File: src/rtl/bp_table_scheduler_pkg.sv
// Shared types and constants for the gshare counter-table scheduler.
package bp_table_scheduler_pkg;

    localparam int ADDR_WIDTH = 32;

    typedef enum logic {NOT_TAKEN = 1'b0, TAKEN = 1'b1} BranchOutcome;

    typedef enum logic [1:0] {S_INIT, S_RUN, S_UPD_WR} sched_state_t;

    localparam logic [1:0] CTR_WEAK_NT = 2'b01;

    // 2-bit saturating counter step
    function automatic logic [1:0] ctr_next(input logic [1:0] ctr, input BranchOutcome o);
        if (o == TAKEN) return (ctr == 2'b11) ? ctr : ctr + 2'd1;
        return (ctr == 2'b00) ? ctr : ctr - 2'd1;
    endfunction

endpackage

File: src/rtl/bp_table_scheduler_fb_fifo.sv
// Small synchronous FIFO for resolved-branch feedback; a push into a full FIFO
// is kept when the head is popped in the same cycle.
module bp_fb_fifo #(
    parameter int DEPTH = 4,
    parameter int W     = 8
) (
    input  logic         clk,
    input  logic         rst,
    input  logic         push,
    input  logic [W-1:0] push_data,
    input  logic         pop,
    output logic [W-1:0] head,
    output logic         full,
    output logic         empty
);
    localparam int PW = $clog2(DEPTH);

    logic [W-1:0]  mem [DEPTH];
    logic [PW-1:0] wr_ptr, rd_ptr;
    logic [PW:0]   count;
    logic          do_push, do_pop;

    assign empty   = (count == '0);
    assign full    = (count == (PW+1)'(DEPTH));
    assign do_pop  = pop && !empty;
    assign do_push = push && (!full || do_pop);
    assign head    = mem[rd_ptr];

    always_ff @(posedge clk) begin
        if (do_push) mem[wr_ptr] <= push_data;
    end

    always_ff @(posedge clk) begin
        if (rst) begin
            wr_ptr <= '0;
            rd_ptr <= '0;
            count  <= '0;
        end else begin
            if (do_push) wr_ptr <= wr_ptr + 1'b1;
            if (do_pop)  rd_ptr <= rd_ptr + 1'b1;
            case ({do_push, do_pop})
                2'b10:   count <= count + 1'b1;
                2'b01:   count <= count - 1'b1;
                default: ;
            endcase
        end
    end

endmodule

File: src/rtl/bp_table_scheduler.sv
// Arbitrates the single-port gshare counter table between lookups, feedback
// updates and the post-reset sweep; owns the non-speculative global history.
module bp_table_scheduler
    import bp_table_scheduler_pkg::*;
#(
    parameter int INDEX_WIDTH = 10,
    parameter int GHR_WIDTH   = 10,
    parameter int FB_DEPTH    = 4
) (
    input  logic                   clk,
    input  logic                   rst,
    input  logic                   i_req_valid,
    input  logic [ADDR_WIDTH-1:0]  i_req_pc,
    output logic                   o_req_ready,
    output logic                   o_pred_valid,
    output BranchOutcome           o_pred,
    input  logic                   i_fb_valid,
    input  logic [ADDR_WIDTH-1:0]  i_fb_pc,
    input  BranchOutcome           i_fb_outcome,
    output logic                   o_tbl_en,
    output logic                   o_tbl_we,
    output logic [INDEX_WIDTH-1:0] o_tbl_addr,
    output logic [1:0]             o_tbl_wdata,
    input  logic [1:0]             i_tbl_rdata,
    output logic                   o_init_busy,
    output logic                   o_fb_overflow
);
    localparam int FW = INDEX_WIDTH + 1;

    function automatic logic [INDEX_WIDTH-1:0] idx_of(input logic [ADDR_WIDTH-1:0] pc,
                                                      input logic [GHR_WIDTH-1:0]  g);
        return pc[INDEX_WIDTH+1:2] ^ INDEX_WIDTH'(g);
    endfunction

    sched_state_t           state;
    logic [INDEX_WIDTH-1:0] sweep_idx;
    logic [GHR_WIDTH-1:0]   ghr;
    logic                   pred_vld;
    BranchOutcome           pred_q;

    logic                   fifo_full, fifo_empty, fifo_push, fifo_pop;
    logic [FW-1:0]          fifo_head, fb_entry;
    logic [INDEX_WIDTH-1:0] head_idx;
    BranchOutcome           head_outcome;
    logic                   in_run, drain, lookup;

    assign head_idx     = fifo_head[FW-1:1];
    assign head_outcome = BranchOutcome'(fifo_head[0]);
    assign fb_entry     = {idx_of(i_fb_pc, ghr), i_fb_outcome == TAKEN};

    // A full FIFO outranks lookups; otherwise feedback only drains on idle cycles.
    assign in_run      = !rst && (state == S_RUN);
    assign drain       = in_run && (fifo_full || (!i_req_valid && !fifo_empty));
    assign lookup      = in_run && !fifo_full && i_req_valid;
    assign o_req_ready = lookup;
    assign fifo_pop    = !rst && (state == S_UPD_WR);
    assign fifo_push   = !rst && i_fb_valid;

    assign o_init_busy  = !rst && (state == S_INIT);
    assign o_pred_valid = pred_vld;
    assign o_pred       = pred_vld ? BranchOutcome'(i_tbl_rdata[1]) : pred_q;

    logic unused_pc_bits;
    assign unused_pc_bits = ^{i_req_pc[1:0], i_req_pc[ADDR_WIDTH-1:INDEX_WIDTH+2],
                              i_fb_pc[1:0],  i_fb_pc[ADDR_WIDTH-1:INDEX_WIDTH+2]};

    bp_fb_fifo #(.DEPTH(FB_DEPTH), .W(FW)) u_fb_fifo (
        .clk       (clk),
        .rst       (rst),
        .push      (fifo_push),
        .push_data (fb_entry),
        .pop       (fifo_pop),
        .head      (fifo_head),
        .full      (fifo_full),
        .empty     (fifo_empty)
    );

    always_comb begin
        o_tbl_en    = 1'b0;
        o_tbl_we    = 1'b0;
        o_tbl_addr  = '0;
        o_tbl_wdata = '0;
        if (!rst) begin
            unique case (state)
                S_INIT: begin
                    o_tbl_en    = 1'b1;
                    o_tbl_we    = 1'b1;
                    o_tbl_addr  = sweep_idx;
                    o_tbl_wdata = CTR_WEAK_NT;
                end
                S_RUN: begin
                    if (drain) begin
                        o_tbl_en   = 1'b1;
                        o_tbl_addr = head_idx;
                    end else if (lookup) begin
                        o_tbl_en   = 1'b1;
                        o_tbl_addr = idx_of(i_req_pc, ghr);
                    end
                end
                S_UPD_WR: begin
                    o_tbl_en    = 1'b1;
                    o_tbl_we    = 1'b1;
                    o_tbl_addr  = head_idx;
                    o_tbl_wdata = ctr_next(i_tbl_rdata, head_outcome);
                end
                default: ;
            endcase
        end
    end

    always_ff @(posedge clk) begin
        if (rst) begin
            state         <= S_INIT;
            sweep_idx     <= '0;
            ghr           <= '0;
            o_fb_overflow <= 1'b0;
            pred_vld      <= 1'b0;
            pred_q        <= NOT_TAKEN;
        end else begin
            pred_vld <= lookup;
            if (pred_vld) pred_q <= o_pred;
            if (i_fb_valid) begin
                ghr <= {ghr[GHR_WIDTH-2:0], i_fb_outcome == TAKEN};
                if (fifo_full && !fifo_pop) o_fb_overflow <= 1'b1;
            end
            case (state)
                S_INIT: begin
                    sweep_idx <= sweep_idx + 1'b1;
                    if (&sweep_idx) state <= S_RUN;
                end
                S_RUN:    if (drain) state <= S_UPD_WR;
                S_UPD_WR: state <= S_RUN;
                default:  state <= S_INIT;
            endcase
        end
    end

endmodule
File: config.mk
export PLATFORM = sky130hd
export DESIGN_NAME = bp_table_scheduler
export DESIGN_NICKNAME = d
export VERILOG_FILES = /design/src/rtl/bp_table_scheduler_pkg.sv /design/src/rtl/bp_table_scheduler_fb_fifo.sv /design/src/rtl/bp_table_scheduler.sv
export SDC_FILE = /design/constraint.sdc
export NUM_CORES = 1
export LEC_CHECK = 0
export BUFFER_PORTS_ARGS = -buffer_cell sky130_fd_sc_hd__clkbuf_2
export CAP_MARGIN = 10
export CORE_ASPECT_RATIO = 0.9
export CORE_MARGIN = 3
export CORE_UTILIZATION = 45
export DETAILED_ROUTE_END_ITERATION = 8
export PLACE_DENSITY = 0.75
export SLEW_MARGIN = 15
export SYNTH_ARGS = -nofsm -noshare
export SYNTH_HDL_FRONTEND = slang
export SYNTH_SLANG_ARGS = --single-unit
export TNS_END_PERCENT = 10
File: constraint.sdc
create_clock -name clk -period 2.9 [get_ports clk]
set_input_delay 0.725 -clock clk [delete_from_list [all_inputs] [get_ports clk]]
set_output_delay 0.725 -clock clk [all_outputs]
set_load 0.02 [all_outputs]
==> impl_metrics.csv <==
group,metric,value,unit
status,status,"finished clean",
sta,finalHoldViolations,0,
synthesis,muxShareOfSynthArea,10.4,%
worst_setup_path,end_kind,"output pin",
cells_and_area,n_antenna_cell,0,
synthesis,synth_seq_area_share,56.3,%
synthesis,yosysTopAreaCellShare,37.2,%
die,core,7620,µm²
global_route,grtUsageTotal,17.4,%
sta,finalSetupViolCount,0,
clock_network,cts_hold_buffers,0,
synthesis,yosysUniqueCellTypes,42,
sta,min_period,2.77,ns
die,die_height,90.3,µm
place,place_hpwl,5.30,mm
sta,clock_skew,0.00583,ns
detailed_routing,drt-total-wl,7.47,mm
global_route,grt-ovfl-total,0,
worst_setup_path,crit_required,2.17,ns
clock_network,cts_sinks,78,
worst_setup_path,cp-startpoint,"rst",
worst_setup_path,r2r-start,"state[1]",
cells_and_area,drive_gt1_share,31.1,%
global_route,grt_pass1_vias,2416,
place,numPortBuffers,45,
clock_network,clk_latency,0.35,ns
worst_setup_path,worstPathMaxFanout,12,
synthesis,synthAdderAreaFrac,2.68,%
clock_network,cts_resized,0,
detailed_routing,wl_per_cell,17.2,µm
clock_network,cts_buffers,9,
sta,fmax,0.361,GHz
detailed_routing,via_per_inst,5.41,
synthesis,ys_seq_elements,78,
synthesis,ys_dominant_reg_cell,"edfxtp_1",
power_and_ir_drop,power.density,540,nW/µm²
power_and_ir_drop,vdd_drop_max,0.000444,V
sta,whs,0.492,ns
global_route,antenna_found_initial,0,
hold_path,worstHoldPathType,"reg -> reg",
sta,finalSetupTns,0,ns
power_and_ir_drop,finalPower,2.24,mW
global_route,grt_max_degree,19,
clock_network,clkSlewWorstSetupHoldPaths,0.07,ns
synthesis,yosysWarnings,0,
hold_path,min_from,"o_fb_overflow",
place,gp_congestion,0.771,
synthesis,synth_edf_count,44,
cells_and_area,final-instance-count-excl-fill,434,
detailed_routing,drtIter0Drc,149,
synthesis,synth_compound_area_share,8.87,%
cells_and_area,syn_to_final_growth,16.6,%
clock_network,cts_tree,"done",
clock_network,ctsHtreeMaxLevel,3,
power_and_ir_drop,p_leak,1.60,nW
worst_setup_path,startpoint_type,"input pin",
synthesis,synth_nets,356,
sta,slew_violations,0,
worst_setup_path,critical_path_class,"in -> out",
die,initial_core_util,46.6,%
synthesis,synth_commonest_cells,"44 x edfxtp_1, 34 x dfxtp_1, 33 x nor2_1",
die,dieArea,9000,µm²
detailed_routing,firstDrtPassIters,4,
detailed_routing,antenna_left,0,
die,rows,30,
flow_run,maxCapViolations,0,
sta,worstMarginPinSlew,0.568,ns
detailed_routing,dr_total_vias,2348,
sta,max_slew_margin,62.1,%
synthesis,synthArstFlopShare,0,%
synthesis,synth_top_area_cell,"edfxtp_1",
synthesis,synthSimpleGateAreaFrac,10.3,%
global_route,grt_pass1_wl,12.1,mm
clock_network,clock_path_buffers,2,
synthesis,syn_area,3550,µm²
synthesis,synthMostInstantiatedCell,"edfxtp_1",
worst_setup_path,cp.arrival,2.04,ns
die,io_pins,90,
sta,fin_crit_sh,95.4,%
detailed_routing,post-route-drc-count,0,
synthesis,yosys-top-cells-area,"edfxtp_1 37%, dfxtp_1 19%, xor2_1 7.4%",
synthesis,synth_top_family_by_area,"multiplexers",
sta,rsz0062_at_grt,"false",
synthesis,synthCells,278,
die,die_w,99.7,µm
cells_and_area,nets,411,
place,dp_cells,418,
clock_network,clockRootBuffer,"clkbuf_8",
clock_network,post_cts_buffers,0,
synthesis,synth_xor_area_share,8.38,%
synthesis,avgSynthCellArea,12.8,µm²
[through the flow]
| step | utilization (%) | area [µm²] | worst slack [ns] |
|---|---|---|---|
| floorplan | - | 3550 | 0.280 |
| global placement | 51.5 | 3920 | 0.191 |
| detailed placement | 51.5 | 3920 | 0.149 |
| CTS | 54.3 | 4140 | 0.116 |
| global route | 54.4 | 4140 | 0.0277 |
| finish | 54.4 | 4140 | 0.132 |
[path summary, 6_finish.rpt]
path                         to  slack, ns  cells after the start
max reg2reg  u_fb_fifo.count[2]       0.49                      8
min reg2reg       o_fb_overflow       0.49                      2
max               o_tbl_addr[9]       0.13                      6
min               o_fb_overflow       0.49                      2
[report_power, final]
| group | total, mW | internal, mW | switching [mW] | leakage, nW |
|---|---|---|---|---|
| registers | 1.21 | 1.20 | 0.0173 | 0.676 |
| clock network | 0.875 | 0.488 | 0.387 | 0.100 |
| logic | 0.147 | 0.0621 | 0.0853 | 0.829 |
| total | 2.24 | 1.75 | 0.489 | 1.60 |
[logic make-up after synthesis]
family                   count (synthesis)
XOR/XNOR                                34
buffers and inverters                   22
adder cells (fa/ha/maj)                  7
flip-flops                              78
multiplexers                            23
AO/OA/AOI/OAI                           47
AND/OR/NAND/NOR                         67
[layout make-up]
class                   count  area [µm²]
clock inverters             5        83.8
repair buffers             59         330
well taps                  96         120
flip-flops and latches     78        2000
multi-input cells         178        1450
inverters                   7        26.3
fillers                   663        3480
clock buffers              11         131
[cell usage in the layout, fill, tap and decap left out, types with 6 or more instances in the layout]
cell type	synthesis	routed
mux2i_1	11	11
buf_4	4	14
edfxtp_1	44	44
a22oi_2	8	8
inv_1	7	7
o21ai_0	13	13
ha_1	6	6
clkbuf_2	0	45
nand2_1	6	6
a21oi_1	8	8
and2_1	6	6
mux4_2	11	11
xor2_1	30	30
nor2_1	33	33
o21ai_1	11	11
dfxtp_1	34	33
clkbuf_8	0	9
[worst max-delay path: stages]
cell	delay [ns]
clkbuf_2	0.16
nor3b_2	0.26
and3_4	0.37
a22oi_1	0.10
o21ai_1	0.21
clkbuf_2	0.21
[per-layer routing]
metal | wire [µm] | global-route usage, %
met5 | 0 | 0
met4 | 76 | 4.66
met3 | 470 | 4.02
met2 | 3700 | 28.4
met1 | 3220 | 23.2
[sequential cells by signal (all words and copies together), names as in the netlist, named ones only]
register	count
u_fb_fifo.rd_ptr	2
ghr	10
u_fb_fifo.mem	44
o_fb_overflow	1
u_fb_fifo.wr_ptr	2
state	2
o_pred_valid	1
pred_q	1
sweep_idx	10
u_fb_fifo.count	3
Note: power is estimated with default switching activity, not from simulation.
